### config.mk
export PLATFORM = sky130hd
export DESIGN_NAME = moore_seq_driver
export DESIGN_NICKNAME = d
export VERILOG_FILES = /design/src/rtl/moore_seq_driver.sv
export SDC_FILE = /design/constraint.sdc
export NUM_CORES = 1
export LEC_CHECK = 0
export ABC_AREA = 1
export CORE_UTILIZATION = 50
export DETAILED_ROUTE_END_ITERATION = 6
export PLACE_DENSITY_LB_ADDON = 0.05
export REMOVE_ABC_BUFFERS = 1
export SLEW_MARGIN = 20
export SYNTH_ARGS = -nofsm -noshare
export SYNTH_HDL_FRONTEND = slang
export SYNTH_SLANG_ARGS = --single-unit
### constraint.sdc
create_clock -name Ck -period 2 [get_ports Ck]
set_input_delay 0.6 -clock Ck [delete_from_list [all_inputs] [get_ports Ck]]
set_output_delay 0.6 -clock Ck [all_outputs]
set_load 0.02 [all_outputs]
### src/rtl/moore_seq_driver.sv
// Sequencer for the lab5 two-bit Moore detector: resets the FSM, shifts a stimulus
// word out MSB-first on X, and gathers the Moore response Z into a parallel word.
module moore_seq_driver #(
   parameter int unsigned WIDTH = 8
) (
   input  logic             Ck,
   input  logic             Reset,
   input  logic             Start,
   input  logic [WIDTH-1:0] DataIn,
   input  logic             Z,
   input  logic [1:0]       outState,
   output logic             FsmReset,
   output logic             X,
   output logic             OC,
   output logic             Busy,
   output logic             Done,
   output logic [WIDTH-1:0] ZOut,
   output logic [1:0]       FinalState
);

   localparam int unsigned CntW = $clog2(WIDTH + 1);
   localparam logic [CntW-1:0] LastBit = CntW'(WIDTH - 1);

   typedef enum logic [2:0] {
      stIdle,
      stInit,
      stRun,
      stTail,
      stDone
   } state_t;

   state_t           state;
   state_t           nextState;
   logic [WIDTH-1:0] shiftReg;
   logic [CntW-1:0]  bitCnt;

   always_ff @(posedge Ck) begin
      if (Reset) begin
         state      <= stIdle;
         shiftReg   <= '0;
         bitCnt     <= '0;
         ZOut       <= '0;
         FinalState <= '0;
      end else begin
         state <= nextState;
         case (state)
            stIdle: begin
               if (Start) begin
                  shiftReg <= DataIn;
                  ZOut     <= '0;
               end
            end
            stInit: begin
               bitCnt <= '0;
            end
            stRun: begin
               shiftReg <= {shiftReg[WIDTH-2:0], 1'b0};
               bitCnt   <= bitCnt + 1'b1;
               // First RUN cycle still shows Z of the freshly reset S0, not a bit response.
               if (bitCnt != '0) begin
                  ZOut <= {ZOut[WIDTH-2:0], Z};
               end
            end
            stTail: begin
               ZOut       <= {ZOut[WIDTH-2:0], Z};
               FinalState <= outState;
            end
            default: begin
            end
         endcase
      end
   end

   always_comb begin
      nextState = state;
      FsmReset  = 1'b0;
      X         = 1'b0;
      OC        = 1'b0;
      Busy      = 1'b0;
      Done      = 1'b0;
      case (state)
         stIdle: begin
            if (Start) begin
               nextState = stInit;
            end
         end
         stInit: begin
            FsmReset  = 1'b1;
            Busy      = 1'b1;
            nextState = stRun;
         end
         stRun: begin
            X    = shiftReg[WIDTH-1];
            OC   = 1'b1;
            Busy = 1'b1;
            if (bitCnt == LastBit) begin
               nextState = stTail;
            end
         end
         stTail: begin
            OC        = 1'b1;
            Busy      = 1'b1;
            nextState = stDone;
         end
         stDone: begin
            Done      = 1'b1;
            nextState = stIdle;
         end
         default: begin
            nextState = stIdle;
         end
      endcase
   end

endmodule

# [After elaboration in Yosys (flattened, before gate mapping)]
# Index checks and enable logic that the tools add are counted.
[totals] regBits=25
[classes] addsub=1 mux=14 n_reduce_logical=10 n_eq_ne=8
[ops] op="8-bit 2-to-1 mux" count=3
[ops] op="8-bit case mux with 3 select lines" count=1
[ops] op="8-bit case mux with 2 select lines" count=1
[ops] op="3-bit case mux with 4 select lines" count=1
[ops] op="4-bit case mux with 2 select lines" count=1
[ops] op="3-bit by 2-bit == test with 1-bit output, second input constant" count=2
[ops] op="3-bit 2-to-1 mux" count=2
[ops] op="2-bit != test, second input constant" count=3
[ops] op="1-bit 2-to-1 mux" count=5
[ops] op="4-bit by 1-bit adder with 4-bit output, second input constant" count=1
[ops] op="4-bit by 3-bit == test with 1-bit output, second input constant" count=1
[ops] op="2-bit AND reduction" count=2
[ops] op="2-bit nonzero test" count=2
[ops] op="4-bit nonzero test" count=1
[ops] op="3-bit by 1-bit == test with 1-bit output, second input constant" count=1
[ops] op="3-bit == test, second input constant" count=1
[ops] op="3-bit zero test" count=1
[ops] op="3-bit AND reduction" count=1
[ops] op="3-bit nonzero test" count=1
[ops] op="3-bit OR reduction" count=1
[ops] op="2-bit OR reduction" count=1

# [Longest topological paths before layout]
# Gate-level depths: netlist of run 1.
[logic_depth] ltp_word=3 ltp_mapped=9 mapped_depth_nobuf=9

# [Worst setup path before layout of run 1]
# OpenSTA, ideal clock, no wires.
[synth_path] kind="reg-to-output" startpoint="register state[1]" endpoint="output port X" path_buffers=1 t_arrival_ns=1.230 path_slack_ns=0.170 stages_incl_launch_ff=6 t_required_ns=1.400 path_cell_list="dfxtp_1 > inv_2 > nor2_4 > nand2_4 > buf_2 > nor2_1"
[synth_via] elab_chain_len=2
[synth_rtl] item="from (decl)" line="32" rtl="state_t state;"
[synth_rtl] item="from (signal assigned)" line="39" rtl="state <= stIdle;"
[synth_rtl] item="from (signal assigned)" line="45" rtl="state <= nextState;"
[synth_rtl] item="3-bit by 2-bit == test with 1-bit output" line="81" rtl="case (state)"
[synth_rtl] item="1-bit 2-to-1 mux" line="81"
[synth_rtl] item="to (decl)" line="13" rtl="output logic X,"
# No other way between the ends.

# [Worst setup path after layout of run 1]
[layout_path] startpoint="register ZOut[2]" endpoint="output port ZOut[2]"
[layout_rtl] item="from (decl)" line="17" rtl="output logic [WIDTH-1:0] ZOut,"
[layout_rtl] item="from (signal assigned)" line="61" rtl="ZOut <= {ZOut[WIDTH-2:0], Z};"
[layout_rtl] item="from (signal assigned)" line="65" rtl="ZOut <= {ZOut[WIDTH-2:0], Z};"
# No word-level cell between the ends.

==> summary.md, run 1 <==
| Metric | Value |
|---|---|
| Status | `finished clean` |
| PortBufs | `28` |
| Antenna violations before repair | `0` |
| Fraction of final layout cells sized beyond drive strength 1 | `between 8 and 9%` |
| Arrival time worst endpoint | `1.33 ns` |
| Remaining DRCs | `0` |
| Category of the worst setup path capture point | `output pin` |
| Setup repair after global routing missed its margin | `false` |
| Hold_sp | `ZOut[7]$_SDFFE_PP0P_` |
| WL/cell | `between 10 and 15 um` |
| Maximum capacitance violations | `0` |
| Worst-margin pin slew | `about 0.54 ns` |
| Count of H-tree levels built during CTS | `1` |
| DRT antenna net count | `0` |
| Max Root-Sink Buffers | `2` |
| Core area | `2250 um2` |
| Die Width | `51.2 um` |
| Number of setup buffers added after CTS | `0` |
| Sequential share of the synthesized area | `41.3%` |
| Overflow after GRT | `0` |
| Die area | `between 2000 and 3000 um2` |
| Average size of a mapped cell | `6.41 um2` |
| Post-place instance area | `1530 um2` |
| Maximum net fanout on the critical path | `3` |
| Count of placed standard cells including taps | `about 240` |
| Boundary Pins | `29` |
| WP data required | `1.40 ns` |
| Number of synthesized flops with an enable pin | `0` |
| Iteration-0 DRC count of the detailed router | `20` |
| Relative slew slack | `64.1%` |
| Max Clk Rate | `519 MHz` |
| Critical path class | `reg -> out` |
| Startpoint of the lowest-slack register-to-register path | `bitCnt[0]$_SDFFE_PP0P_` |
| Flip-flop and latch count after synthesis | `25` |
| Synth Instances | `189` |
| Initial standard-cell utilization of the core | `53.8%` |
| Highest ir drop seen on vdd | `0.739 mV` |
| Global-route usage over all layers | `a little over a fifth` |
| Std-Cell Rows | `17` |
| Cell at the root of the clock tree | `clkbuf_4` |
| Cell area after technology mapping | `1210 um2` |
| Worst path buffer plus inverter count | `1` |
| Total number of vias | `1172` |
| Slowest stage cell on the critical path | `clkdlybuf4s50_1` |
| Count of distinct cell types in the synthesized netlist | `16` |
| Sum of negative setup slack | `0 ns` |
| Total of endpoints with negative setup slack in the final report | `0` |
| Synth top area cells | `dfxtp_1 (41%), nand2_1 (19%), nor2_1 (15%)` |
| Antenna diodes | `0` |
| Floorplan die height | `51.2 um` |
| Drt total wl | `between 2 and 2.5 mm` |
| Final estimated routing congestion in global placement | `0.798` |
| Layout area overhead | `27.5%` |
| Final Critical Period | `slightly below 2 ns` |
| Detailed placer's ending HPWL | `1.82 mm` |
| CP Launch Point | `ZOut[2]$_SDFFE_PP0P_` |
| Number of global-route vias before repair | `993` |
| Post-synth top area cell | `dfxtp_1` |
| Setup skew after layout | `0.00114 ns` |
| Worst Setup Start Kind | `register` |
| Number of standard cells in the layout, taps in and fillers out | `248` |
| Post-synth top area share | `41.3%` |
| Cell breakdown of the critical path | `clkdlybuf4s50_1` |
| Clock latency reported for the late side of the worst-skew pair | `about 0.32 ns` |
| Asr flop ratio synth | `0%` |
| Number of pins exceeding their max-slew limit in the final report | `0` |
| Net count reported at finish | `237` |
| Longest individual stage delay on the worst path | `0.62 ns` |
| YS warnings | `0` |
| Clock-pin transition on the worst setup and hold timing paths | `approximately 0.13 ns` |
| Power density of the placed cells | `1440 nW/um2` |
| TritonCTS clock tree | `yes` |
| CTS Sinks | `25` |
| Hold violation count in the final report | `0` |
| CP top delay family | `buffers and inverters` |
| Maximum number of pins on one net before global-route repair | `21` |
| Via density per instance | `4.73` |
| Static Leak | `0.000749 uW` |
| Cell area after layout | `around 1500 um2` |
| Path category of the worst min-delay check | `reg -> reg` |
| Total CTS buffers | `3` |
| Share of the clock period used by the worst path | `a little over nine tenths` |
| Wire length of the first global-routing pass | `4.15 mm` |
| Number of iterations in the first detailed-routing pass | `4` |
| Number of fill cells | `~220` |
| Synth Flop Type | `dfxtp_1` |
## flip-flops by register name (all words and copies together) (netlist names)
name        cells
bitCnt          4
shiftReg        8
state           3
ZOut            8
FinalState      2
## report_power, final
group	switching, uW	internal, uW	total [uW]
logic	737	468	1210
clock network	148	78.1	226
registers	120	680	800
## cell type report
type	count	area, um2	area share (%)
multi-input cells	142	618	40.0
clock buffers	4	26.3	1.70
flip-flops and latches	25	502	32.5
well taps	28	35.0	2.27
inverters	17	63.8	4.13
repair buffers	32	300	19.4
## metrics by stage
step | setup slack [ns] | power (uW) | hold slack, ns | utilization, %
final | 0.0718 | 2230 | 0.503 | 68.5
after detailed placement | 0.0921 | 2040 | 0.480 | 67.8
after CTS | 0.0175 | 2250 | 0.501 | 68.7
after global routing | 0.0131 | 2430 | 0.520 | 68.5
after global placement | 0.114 | 2010 | 0.470 | 67.8
after floorplan | 0.278 | 1600 | 0.451 | -
## what timing repair did
action | 4_1_cts | 5_1_grt
pin swaps | 0 | 0
setup endpoints to repair | 5 | 1
hold buffers | 0 | 0
resized for setup | 6 | 2
cloned | 0 | 0
## synth_stat cells, types with 2 or more instances
cell type,count
inv_1,13
ha_1,2
o21ai_0,14
inv_2,4
nand2_1,61
nor2_4,3
nor2_1,50
dfxtp_1,25
a21oi_1,5
nand3_1,4
buf_2,3
## tightest hold or removal path, stage by stage (launching register included)
cell     delay [ns]
dfxtp_1        0.34
nor2_1         0.09
nor2_1         0.05
## kinds of logic after synthesis
group                      count (synthesis)  share of synthesized area (%)
adders and majority gates                  2                           2.06
AOI/OAI and AO/OA                         19                           7.84
and+or+nand+nor                          121                           41.1
DFF                                       25                           41.3
buffers and inverters                     22                           7.74
## final timing paths
check        slack, ns  cells past startpoint                    to
max               0.07                      1               ZOut[2]
min               0.50                      2  ZOut[7]$_SDFFE_PP0P_
max reg2reg       0.59                      8  ZOut[7]$_SDFFE_PP0P_
min reg2reg       0.50                      2  ZOut[7]$_SDFFE_PP0P_
## layer usage
layer | global-route usage (%) | routed length [um]
met1 | 24.2 | 1140
met4 | 10.8 | 48
met2 | 38.6 | 1190
met5 | 0 | 0
met3 | 2.68 | 110
## cell usage in the layout, fill, tap and decap left out, drive strengths merged
cell type,netlist,routed
nand2,63,63
nor2,53,53
dfxtp,25,25
clkdlybuf4s50,0,23
inv,17,17
o21ai,14,14
a21oi,5,5
nand3,5,5
clkbuf,1,5
dlygate4sd2,0,4
buf,4,4
ha,2,2
(Power assumes the default switching activity.)
==> run 2: changes to the inputs <==
--- a/config.mk
+++ b/config.mk
@@ -8,8 +8,7 @@
 export ABC_AREA = 1
 export CORE_UTILIZATION = 50
 export DETAILED_ROUTE_END_ITERATION = 6
-export PLACE_DENSITY_LB_ADDON = 0.05
-export REMOVE_ABC_BUFFERS = 1
+export PLACE_DENSITY_LB_ADDON = 0.3
 export SLEW_MARGIN = 20
 export SYNTH_ARGS = -nofsm -noshare
 export SYNTH_HDL_FRONTEND = slang
==> run 2 against run 1 <==
Effect of this change: combinational power about the same; maximum frequency is 1.2% higher; hold slack got worse by 0.011 ns; via count rose by 2.3%; first-iteration DRC count increased by 35%; global-route usage increased by 1.2 points; wire length fell by 0.92%; flip-flop and latch count unchanged; clock skew up 0.0056 ns; sequential power is 0.5% lower; count of clock-buffer cells in the layout is 1 lower; sequential share of layout area up 0.16 points; critical path type unchanged; largest cell class unchanged; largest power group unchanged.
==> summary.md, run 2 (synthesis results as in run 1) <==
| Metric | Value |
|---|---|
| Status | `finished clean` |
| Max Root-Sink Buffers | `2 (unchanged)` |
| Fraction of final layout cells sized beyond drive strength 1 | `9.13% (+0.50 points)` |
| Seq pwr share | `35.7% (about the same)` |
| Arrival time worst endpoint | `1.30 ns (-0.03 ns)` |
| Remaining DRCs | `0 (unchanged)` |
| Drt total wl | `2.47 mm (-0.92%)` |
| Largest registers ranked by flip-flop count | `ZOut: 8 flops, shiftReg: 8 flops, bitCnt: 4 flops` |
| Final Critical Period | `1.90 ns (-0.0235 ns)` |
| Critical path class | `reg -> out` |
| Worst hold path stage count | `2 (unchanged)` |
| Cts-stage hold buffer count | `0 (unchanged)` |
| Static Leak | `0.000739 uW (-1.3%)` |
| Maximum net fanout on the critical path | `3 (unchanged)` |
| Detailed placer's ending HPWL | `1.81 mm (-0.57%)` |
| Most common cell after layout, fill and taps aside | `nand2_1` |
| Worst-margin pin slew | `0.767 ns (+0.229 ns)` |
| Net count reported at finish | `236 (-0.42%)` |
| Via density per instance | `4.85 (+2.7%)` |
| Worst path buffer plus inverter count | `1 (unchanged)` |
| Highest-count cells in the layout ignoring fill and taps | `nand2_1 (61), nor2_1 (50), dfxtp_1 (24), clkdlybuf4s50_1 (23), o21ai_0 (14)` |
| Startpoint of the lowest-slack register-to-register path | `state[2]$_SDFFE_PP0P_` |
| Die Width | `51.2 um (unchanged)` |
| TritonCTS clock tree | `yes` |
| Boundary Pins | `29 (unchanged)` |
| Clock-pin transition on the worst setup and hold timing paths | `0.14 ns (about the same)` |
| Cell breakdown of the critical path | `clkdlybuf4s50_1` |
| Post-route core utilization | `68.2% (-0.33 points)` |
| Endpoint of the lowest-slack register-to-register path | `ZOut[2]$_SDFFE_PP0P_` |
| Worst Setup Start Kind | `register` |
| CTS Sinks | `25 (unchanged)` |
| Number of iterations in the first detailed-routing pass | `4 (unchanged)` |
| Total CTS buffers | `3 (unchanged)` |
| Logic depth of the worst register-to-register path | `8 (unchanged)` |
| Number of setup buffers added after CTS | `0 (unchanged)` |
| Hold violation count in the final report | `0 (unchanged)` |
| Number of pins exceeding their max-slew limit in the final report | `0 (unchanged)` |
| Hold_sp | `bitCnt[3]$_SDFFE_PP0P_` |
| Count of H-tree levels built during CTS | `1 (unchanged)` |
| Total number of vias | `1199 (+2.3%)` |
| Maximum number of pins on one net before global-route repair | `21 (unchanged)` |
| Path category of the worst min-delay check | `reg -> reg` |
| Final estimated routing congestion in global placement | `0.836 (+4.8%)` |
| Switch Pwr | `1020 uW (+0.98%)` |
| CP top delay family | `buffers and inverters` |
| Clock network power share | `10.3% (+0.2 points)` |
| Number of fill cells | `213 (-2.7%)` |
| Die area | `2630 um2 (unchanged)` |
| WP data required | `1.40 ns (about the same)` |
| Max Clk Rate | `525 MHz (+1.2%)` |
| Overflow after GRT | `0 (unchanged)` |
| Cell at the root of the clock tree | `clkbuf_4` |
| DRT antenna net count | `0 (unchanged)` |
| Std-Cell Rows | `17 (unchanged)` |
| Floorplan die height | `51.2 um (unchanged)` |
| Initial standard-cell utilization of the core | `53.8% (unchanged)` |
| PortBufs | `28 (unchanged)` |
| Relative slew slack | `48.7% (-15 points)` |
| Iteration-0 DRC count of the detailed router | `27 (+35%)` |
| Power density of the placed cells | `1450 nW/um2 (+0.47%)` |
| Core area | `2250 um2 (unchanged)` |
| Setup repair after global routing missed its margin | `false` |
| Net count after synthesis | `approximately 210` |
| Slowest stage cell on the critical path | `clkdlybuf4s50_1` |
| Clock latency reported for the late side of the worst-skew pair | `0.31 ns (about the same)` |
| Gate power share | `54.1% (about the same)` |
| Category of the worst setup path capture point | `output pin` |
| Global-route usage over all layers | `22.5% (+1.2 points)` |
| Wire length of the first global-routing pass | `4.49 mm (+8.2%)` |
| WL/cell | `9.98 um (-0.52%)` |
| Antenna diodes | `0 (unchanged)` |
| Total of endpoints with negative setup slack in the final report | `0 (unchanged)` |
| Slack of the worst reg-to-reg path | `0.35 ns (-0.24 ns)` |
| Capture endpoint of the worst hold path | `bitCnt[3]$_SDFFE_PP0P_` |
| Share of the clock period used by the worst path | `95.2% (-1.2 points)` |
| Number of global-route vias before repair | `1125 (+13%)` |
| Internal | `1220 uW (-0.83%)` |
| Maximum capacitance violations | `0 (unchanged)` |
| Setup skew after layout | `0.00672 ns (+0.00558 ns)` |
| Layout area overhead | `26.8%` |
| Switch share | `45.5% (+0.45 points)` |
| Antenna violations before repair | `0 (unchanged)` |
| Longest individual stage delay on the worst path | `0.61 ns (about the same)` |
| Sum of negative setup slack | `0 ns (unchanged)` |
| Highest ir drop seen on vdd | `0.762 mV (+3.1%)` |
==> run 2: cell types whose count changed in the layout (fill, tap and decap cells not counted), sizes merged <==
cell / change
dlygate4sd2: -1
buf: -1
clkinvlp: +1
==> run 2: per-stage QoR <==
stage / cells / total power, uW / area [um2] / hold WS [ns] / worst slack, ns
floorplan: 189 / 1650 / 1210 / 0.451 / 0.170
global placement: 243 / 2000 / 1520 / 0.472 / 0.118
detailed placement: 243 / 2040 / 1520 / 0.479 / 0.0734
CTS: 247 / 2250 / 1550 / 0.499 / 0.00789
global route: 247 / 2450 / 1540 / 0.517 / 0.00404
finish: 247 / 2230 / 1540 / 0.492 / 0.0954
==> run 2: what timing repair did <==
action                     4_1_cts  5_1_grt
pin swaps                        0        0
setup endpoints to repair        5        2
resized for setup                6        4
==> run 2: worst max path at each step <==
stage / start / endpoint / slack, ns / cells after the start
finish: ZOut[4]$_SDFFE_PP0P_ / ZOut[4] / 0.1 / 1
floorplan: state[1]$_SDFFE_PP0P_ / X / 0.17 / 5
global placement: state[1]$_SDFFE_PP0P_ / X / 0.12 / 5
global route: state[0]$_SDFFE_PP0P_ / Busy / 0.004 / 3
CTS: state[1]$_SDFFE_PP0P_ / X / 0.008 / 5
detailed placement: Start / ZOut[4]$_SDFFE_PP0P_ / 0.07 / 8
==> run 2: power groups by stage <==
stage	Sequential (uW)	Combinational, uW	Clock (uW)
after floorplan	898	750	0
after global placement	800	1200	0
after detailed placement	806	1240	0
after CTS	795	1220	240
after global routing	823	1370	258
final	796	1210	229
==> run 2: tightest hold or removal path, delay by kind of cell (launching register included) <==
family          cells  cell delay, ns
flops               1            0.35
compound gates      1            0.05
simple gates        1            0.07
==> run 2: area by class of cell <==
class                   count  area, um2  share of cell area [%]
flip-flops and latches     25        502                    32.6
well taps                  28       35.0                    2.28
clock inverters             1       7.51                   0.488
multi-input cells         142        618                    40.2
inverters                  17       63.8                    4.15
repair buffers             31        289                    18.8
clock buffers               3       22.5                    1.46
==> run 2: per-layer routing <==
metal,vias up,global-route usage [%],part of all wire (%)
met5,-,0,0
met4,0,7.66,0.57
met3,2,3.87,3.8
met2,25,38.8,50
met1,537,28.1,46
li1,635,-,-
